File: src/rtl/serial_buffered_port_if.sv
// Serial-side and core-side valid/ready word streams of serial_buffered_port.
// slave = the adapter, master = the serial endpoints plus core driving it.
interface serial_buffered_port_if #(
  parameter int DATA_BITS = 8
);
  logic [DATA_BITS-1:0] ser_rx_data;
  logic                 ser_rx_valid;
  logic                 ser_rx_ready;
  logic                 ser_rts;
  logic [DATA_BITS-1:0] ser_tx_data;
  logic                 ser_tx_valid;
  logic                 ser_tx_ready;
  logic [DATA_BITS-1:0] rx_data;
  logic                 rx_valid;
  logic                 rx_ready;
  logic [DATA_BITS-1:0] tx_data;
  logic                 tx_valid;
  logic                 tx_ready;

  modport slave (
    input  ser_rx_data, ser_rx_valid, ser_tx_ready, rx_ready, tx_data, tx_valid,
    output ser_rx_ready, ser_rts, ser_tx_data, ser_tx_valid, rx_data, rx_valid, tx_ready
  );

  modport master (
    output ser_rx_data, ser_rx_valid, ser_tx_ready, rx_ready, tx_data, tx_valid,
    input  ser_rx_ready, ser_rts, ser_tx_data, ser_tx_valid, rx_data, rx_valid, tx_ready
  );
endinterface

File: src/rtl/serial_buffered_port.sv
// Serial endpoint adapter: RX/TX FIFOs (push at N, visible at N+1) and RTS from RX fill; ready drops only when full.
// SERIAL_BUFFERED_PORT_LEVEL_EN adds rx_level/tx_level registered fill outputs.
module serial_buffered_port #(
  parameter int DATA_BITS  = 8,
  parameter int RX_DEPTH   = 16,
  parameter int TX_DEPTH   = 16,
  parameter int RTS_MARGIN = 4
) (
  input  logic                       clk,
  input  logic                       rst_n,
`ifdef SERIAL_BUFFERED_PORT_LEVEL_EN
  output logic [$clog2(RX_DEPTH):0]  rx_level,
  output logic [$clog2(TX_DEPTH):0]  tx_level,
`endif
  serial_buffered_port_if.slave      bus
);

  localparam int RX_PW = $clog2(RX_DEPTH);
  localparam int RX_CW = RX_PW + 1;
  localparam int TX_PW = $clog2(TX_DEPTH);
  localparam int TX_CW = TX_PW + 1;
  localparam logic [RX_CW-1:0] RX_FULL   = RX_CW'(RX_DEPTH);
  localparam logic [RX_CW-1:0] RTS_LIMIT = RX_CW'(RX_DEPTH - RTS_MARGIN);
  localparam logic [TX_CW-1:0] TX_FULL   = TX_CW'(TX_DEPTH);

  logic                 r_init;
  logic                 r_rts;

  logic [DATA_BITS-1:0] r_rx_mem [RX_DEPTH];
  logic [RX_PW-1:0]     r_rx_wptr, r_rx_rptr;
  logic [RX_CW-1:0]     r_rx_count, w_rx_count_next;
  logic                 w_rx_push, w_rx_pop;

  logic [DATA_BITS-1:0] r_tx_mem [TX_DEPTH];
  logic [TX_PW-1:0]     r_tx_wptr, r_tx_rptr;
  logic [TX_CW-1:0]     r_tx_count, w_tx_count_next;
  logic                 w_tx_push, w_tx_pop;

  assign bus.ser_rx_ready = r_init & (r_rx_count != RX_FULL);
  assign bus.rx_valid     = (r_rx_count != '0);
  assign bus.rx_data      = r_rx_mem[r_rx_rptr];
  assign bus.ser_rts      = r_rts;

  assign bus.tx_ready     = r_init & (r_tx_count != TX_FULL);
  assign bus.ser_tx_valid = (r_tx_count != '0);
  assign bus.ser_tx_data  = r_tx_mem[r_tx_rptr];

  assign w_rx_push = bus.ser_rx_valid & bus.ser_rx_ready;
  assign w_rx_pop  = bus.rx_valid & bus.rx_ready;
  assign w_tx_push = bus.tx_valid & bus.tx_ready;
  assign w_tx_pop  = bus.ser_tx_valid & bus.ser_tx_ready;

  always_comb begin
    w_rx_count_next = r_rx_count;
    if (w_rx_push && !w_rx_pop) begin
      w_rx_count_next = r_rx_count + RX_CW'(1);
    end else if (!w_rx_push && w_rx_pop) begin
      w_rx_count_next = r_rx_count - RX_CW'(1);
    end
  end

  always_comb begin
    w_tx_count_next = r_tx_count;
    if (w_tx_push && !w_tx_pop) begin
      w_tx_count_next = r_tx_count + TX_CW'(1);
    end else if (!w_tx_push && w_tx_pop) begin
      w_tx_count_next = r_tx_count - TX_CW'(1);
    end
  end

  // init's next value is always 1, so rts rises on the same edge as the readies
  always_ff @(posedge clk or negedge rst_n) begin
    if (!rst_n) begin
      r_init <= 1'b0;
      r_rts  <= 1'b0;
    end else begin
      r_init <= 1'b1;
      r_rts  <= (w_rx_count_next <= RTS_LIMIT);
    end
  end

  always_ff @(posedge clk or negedge rst_n) begin
    if (!rst_n) begin
      r_rx_wptr  <= '0;
      r_rx_rptr  <= '0;
      r_rx_count <= '0;
      for (int i = 0; i < RX_DEPTH; i++) r_rx_mem[i] <= '0;
    end else begin
      if (w_rx_push) begin
        r_rx_mem[r_rx_wptr] <= bus.ser_rx_data;
        r_rx_wptr           <= r_rx_wptr + RX_PW'(1);
      end
      if (w_rx_pop) begin
        r_rx_rptr <= r_rx_rptr + RX_PW'(1);
      end
      r_rx_count <= w_rx_count_next;
    end
  end

  always_ff @(posedge clk or negedge rst_n) begin
    if (!rst_n) begin
      r_tx_wptr  <= '0;
      r_tx_rptr  <= '0;
      r_tx_count <= '0;
      for (int i = 0; i < TX_DEPTH; i++) r_tx_mem[i] <= '0;
    end else begin
      if (w_tx_push) begin
        r_tx_mem[r_tx_wptr] <= bus.tx_data;
        r_tx_wptr           <= r_tx_wptr + TX_PW'(1);
      end
      if (w_tx_pop) begin
        r_tx_rptr <= r_tx_rptr + TX_PW'(1);
      end
      r_tx_count <= w_tx_count_next;
    end
  end

`ifdef SERIAL_BUFFERED_PORT_LEVEL_EN
  // the count registers already hold the post-edge fill level
  assign rx_level = r_rx_count;
  assign tx_level = r_tx_count;
`endif

endmodule

File: src/flat_wrapper.sv
// flat-port wrapper written by rule: the top's interface ports become plain ports
module serial_buffered_port_flat 
#(
  parameter int DATA_BITS  = 8,
  parameter int RX_DEPTH   = 16,
  parameter int TX_DEPTH   = 16,
  parameter int RTS_MARGIN = 4
)
  (clk, rst_n, bus_ser_rx_data, bus_ser_rx_valid, bus_ser_tx_ready, bus_rx_ready, bus_tx_data, bus_tx_valid, bus_ser_rx_ready, bus_ser_rts, bus_ser_tx_data, bus_ser_tx_valid, bus_rx_data, bus_rx_valid, bus_tx_ready);
  serial_buffered_port_if #(.DATA_BITS(DATA_BITS)) bus_i ();
  input  logic clk;
  input  logic rst_n;
  input wire logic [$bits(bus_i.ser_rx_data)-1:0] bus_ser_rx_data;
  input wire logic [$bits(bus_i.ser_rx_valid)-1:0] bus_ser_rx_valid;
  input wire logic [$bits(bus_i.ser_tx_ready)-1:0] bus_ser_tx_ready;
  input wire logic [$bits(bus_i.rx_ready)-1:0] bus_rx_ready;
  input wire logic [$bits(bus_i.tx_data)-1:0] bus_tx_data;
  input wire logic [$bits(bus_i.tx_valid)-1:0] bus_tx_valid;
  output wire logic [$bits(bus_i.ser_rx_ready)-1:0] bus_ser_rx_ready;
  output wire logic [$bits(bus_i.ser_rts)-1:0] bus_ser_rts;
  output wire logic [$bits(bus_i.ser_tx_data)-1:0] bus_ser_tx_data;
  output wire logic [$bits(bus_i.ser_tx_valid)-1:0] bus_ser_tx_valid;
  output wire logic [$bits(bus_i.rx_data)-1:0] bus_rx_data;
  output wire logic [$bits(bus_i.rx_valid)-1:0] bus_rx_valid;
  output wire logic [$bits(bus_i.tx_ready)-1:0] bus_tx_ready;
  assign bus_i.ser_rx_data = bus_ser_rx_data;
  assign bus_i.ser_rx_valid = bus_ser_rx_valid;
  assign bus_i.ser_tx_ready = bus_ser_tx_ready;
  assign bus_i.rx_ready = bus_rx_ready;
  assign bus_i.tx_data = bus_tx_data;
  assign bus_i.tx_valid = bus_tx_valid;
  assign bus_ser_rx_ready = bus_i.ser_rx_ready;
  assign bus_ser_rts = bus_i.ser_rts;
  assign bus_ser_tx_data = bus_i.ser_tx_data;
  assign bus_ser_tx_valid = bus_i.ser_tx_valid;
  assign bus_rx_data = bus_i.rx_data;
  assign bus_rx_valid = bus_i.rx_valid;
  assign bus_tx_ready = bus_i.tx_ready;
  serial_buffered_port #(.DATA_BITS(DATA_BITS), .RX_DEPTH(RX_DEPTH), .TX_DEPTH(TX_DEPTH), .RTS_MARGIN(RTS_MARGIN)) u_core (.clk(clk), .rst_n(rst_n), .bus(bus_i));
endmodule
File: config.mk
export PLATFORM = sky130hd
export DESIGN_NAME = serial_buffered_port_flat
export DESIGN_NICKNAME = d
export VERILOG_FILES = /design/src/rtl/serial_buffered_port_if.sv /design/src/rtl/serial_buffered_port.sv /design/src/flat_wrapper.sv
export SDC_FILE = /design/constraint.sdc
export NUM_CORES = 1
export LEC_CHECK = 0
export BUFFER_PORTS_ARGS = -buffer_cell sky130_fd_sc_hd__clkbuf_2
export CAP_MARGIN = 20
export CORE_ASPECT_RATIO = 0.8
export CORE_MARGIN = 2
export CORE_UTILIZATION = 23
export DETAILED_ROUTE_END_ITERATION = 8
export GPL_ROUTABILITY_DRIVEN = 0
export GPL_TIMING_DRIVEN = 0
export PLACE_DENSITY = 0.49
export SLEW_MARGIN = 0
export SYNTH_ARGS = -nofsm -noshare
export SYNTH_HDL_FRONTEND = slang
export SYNTH_SLANG_ARGS = --single-unit
File: constraint.sdc
create_clock -name clk -period 2.88 [get_ports clk]
set_clock_uncertainty 0.15 [all_clocks]
set_input_delay 0.144 -clock clk [delete_from_list [all_inputs] [get_ports clk]]
set_output_delay 0.144 -clock clk [all_outputs]
set_load 0.02 [all_outputs]
==> impl_results.md <==
* Final period util at 97.82%
* Number of cells produced by synthesis at ~830
* Post-synthesis net count at just under 900
* Final Max Slew Viols at 0
* Average via count per standard cell at between 4 and 5
* Worst skew pair latency at 0.51 ns
* Total inserted antenna cells at 0
* Largest voltage drop on the vdd net at about 390 µV
* First-pass iteration count of the detailed router at 4
* Launch instance of the worst register-to-register path: u_core.r_tx_count[0]$_DFFE_PN0P_
* Fill cell total of the finished layout at approximately 5800
* Pin count of the biggest net entering global routing at 109
* Placed instance count at roughly 1600
* Critical path destination: bus_ser_tx_data[2]
* Total routing resource utilization after global routing at around a tenth
* Slew at the pin closest to its max-slew limit at 0.9944 ns
* Total half-perimeter wirelength after legalization and detailed placement at around 20000 µm
* Count of different cell masters after synthesis at 49
* Fmax achieved at 355.0 MHz
* Final setup violation count at 0
* Maximum clock insertion buffer count at 3
* Die Wd at 271.1 µm
* Most frequent cell after synthesis: dfrtp_1
* Area of the core at between 50000 and 60000 µm²
* Avg Inst Size Synth at between 15 and 20 µm²
* Initial DRC Count at between 300 and 400
* Area taken by flip-flops and latches at 7109 µm²
* Total negative slack for setup checks at 0 ns
* Area share of the leading cell type in the synthesized netlist at roughly 54%
* Pwr Density at 1108 nW/µm²
* Max capacitance violation total at 0
* Area of the mapped netlist at about 13000 µm²
* CP endpoint kind: output port
* Clock tree from TritonCTS: done
* Initial core utilization at a little under a quarter
* CTS clock-pin slew for the worst setup and hold paths at about 0.06 ns
* Final wirelength at 29670 µm
* Vertical extent of the die at 217.7 µm
* Reg-to-reg critical path endpoint: u_core.r_tx_count[4]$_DFFE_PN0P_
* Async set-reset flop share out of synthesis at 100.0%
* Number of global-route vias before repair at between 7000 and 8000
* Wire length of the first global-routing pass at roughly 47000 µm
* Post-synthesis sequential element count at between 200 and 300
* Root buf cell: clkbuf_16
* Critical path class: reg2out
* Vias after detailed routing at between 7000 and 8000
* Number of buffer cells added on primary ports at 42
* Initial antenna violation count at 0
* Path type of the worst min-delay path: in2reg
* Row count at just under 80
* Post-synth top cells: dfrtp_1 (284), mux2_2 (243), mux4_2 (80)
* Number of buffers created by CTS at 34
* Fraction of the yosys area taken by sequential cells at a little over half
* TritonCTS sink count at around 280
* Routed length per instance at roughly 17 µm
* Static leakage power at 6.846 nW
* First element of the critical path: u_core.r_tx_rptr[1]$_DFFE_PN0P_
* Post-layout net count at approximately 980
* Result of the run: finished clean
* Area overhead of the layout relative to synthesis at 21.26%
* Worst-case headroom to the max-slew limit at 33.35%
* Flop2flop setup slack at around 0.1 ns
* Cell accounting for the most synthesized area: dfrtp_1
* Number of cells in the finished layout apart from fillers at approximately 1700
* Number of flops mapped to enable cells by yosys at 0
* Yosys Warn Count at 0
* Biggest fanout along the worst timing path at 10
* Post-route worst hold slack at around 0.045 ns
* Post-route DRC violation count at 0
* Leading post-synthesis cells by cell area: dfrtp_1 (54%), mux2_2 (21%), mux4_2 (14%), ha_1 (1.6%), mux2_1 (1.1%)
* Final critical-path required period at 2.817 ns
* Final-report hold violation count at 0
* Overflow left after global routing at 0
* Type of element launching the critical path: flop
* Proportion of layout cells with a drive suffix above 1 at 49.69%
* Most frequently used flop master after synthesis: dfrtp_1
* Number of antenna-violating nets in the routed design at 0
* Required time of the critical path at ~2.6 ns
* Unrepaired setup endpoints after global routing: true
* Multi-input combinational cell area at roughly 5800 µm²
* I/O Pins at between 40 and 50
* Startpoint of the most critical hold path: bus_tx_valid
* Reg2reg path depth at 11
* Deepest level of the CTS H-tree at 2
* Worst path arrival time at 2.52 ns
* Die Area at between 50000 and 60000 µm²
## cells by family after synthesis
logic type      synth area share, %
compound gates                1.077
xor+xnor                      1.268
fa+ha+maj                     1.773
buf+inv                       1.754
flops                         54.14
mux                           35.68
other cells                 0.02857
simple gates                  4.280
## registers in the layout (all words and copies together) (netlist names)
register            count
u_core.r_rx_count       5
u_core.r_tx_count       5
u_core.r_rx_rptr        4
u_core.r_tx_rptr        4
u_core.bus.ser_rts      1
u_core.r_tx_mem       128
u_core.r_rx_wptr        4
u_core.r_rx_mem       128
u_core.r_init           1
u_core.r_tx_wptr        4
## report_power, final
group | leakage [nW] | internal, mW | switching (mW)
Clock | 0.560 | 2.68 | 1.67
Sequential | 3.63 | 5.72 | 0.908
Combinational | 2.65 | 3.68 | 2.97
Total | 6.85 | 12.1 | 5.55
## worst max-delay path, stage by stage (launching register included)
cell and delay [ns]:
dfrtp_1 0.57, clkbuf_4 0.38, mux4_2 0.39, mux4_2 0.50
clkbuf_2 0.17
## metal layers
layer,vias up,track usage [%],part of all wire [%],routed length [µm]
met5,-,0,0,0
met4,0,2.894,2.0,592
met3,43,1.773,3.2,942
met2,86,15.13,44,12960
met1,3904,15.35,51,15180
li1,3308,-,-,-
## cell type report
class / instances / share of cell area (%)
multi-input cells: 492 / 36.71
well taps: 760 / 5.973
clock buffers: 49 / 6.539
inverters: 10 / 0.2358
clock inverters: 8 / 0.6052
plain buffers: 44 / 1.831
repair buffers: 71 / 3.450
flip-flops and latches: 284 / 44.66
## worst min path at each step
stage,cells after the start,to
4_1_cts,4,u_core.r_tx_wptr[0]$_DFFE_PN0P_
2_1_floorplan,0,u_core.bus.ser_rts$_DFF_PN0_
3_3_place_gp,2,u_core.r_rx_mem[85]$_DFFE_PN0P_
3_5_place_dp,1,u_core.r_tx_count[3]$_DFFE_PN0P_
6_report,3,u_core.r_tx_wptr[0]$_DFFE_PN0P_
5_1_grt,3,u_core.r_tx_wptr[0]$_DFFE_PN0P_
## metrics by stage
| stage | setup WS, ns | util (%) | power, mW | cell area [µm²] |
|---|---|---|---|---|
| global placement | -4.851 | 25.27 | 13.05 | 14300 |
| finish | 0.06271 | 28.12 | 17.63 | 15920 |
| floorplan | 0.0008746 | - | 11.30 | 13140 |
| CTS | -0.001975 | 28.07 | 17.87 | 15890 |
| global route | -0.08159 | 28.12 | 18.72 | 15920 |
| detailed placement | -0.2283 | 25.43 | 13.19 | 14400 |
## cell usage in the layout (no fill, tap or decap), types with 4 or more instances in the layout
cell type | synthesis | routed
nand3_1 | 8 | 7
clkbuf_8 | 0 | 9
dfrtp_1 | 284 | 282
or3_1 | 4 | 4
nor2_1 | 7 | 7
clkbuf_4 | 0 | 4
nor2_2 | 13 | 13
mux2_2 | 243 | 243
clkbuf_1 | 32 | 28
mux2_1 | 13 | 13
inv_1 | 10 | 8
nand4_1 | 8 | 8
xnor2_1 | 16 | 16
nand2_1 | 32 | 31
buf_4 | 0 | 5
dlygate4sd3_1 | 0 | 21
o21ai_0 | 6 | 6
nor3_2 | 3 | 4
and2_1 | 4 | 4
clkbuf_2 | 0 | 43
clkbuf_16 | 0 | 37
clkinv_2 | 0 | 4
buf_1 | 7 | 5
ha_1 | 17 | 16
mux4_2 | 80 | 80
## repair_timing
item                       CTS  global route
cloned                       0             0
hold endpoints to repair   317             0
hold buffers                21             0
pin swaps                    3             1
buffers inserted             5             0
gates resized for setup     39             8
setup endpoints to repair   49            88
Power figures use the tool's default switching activity.
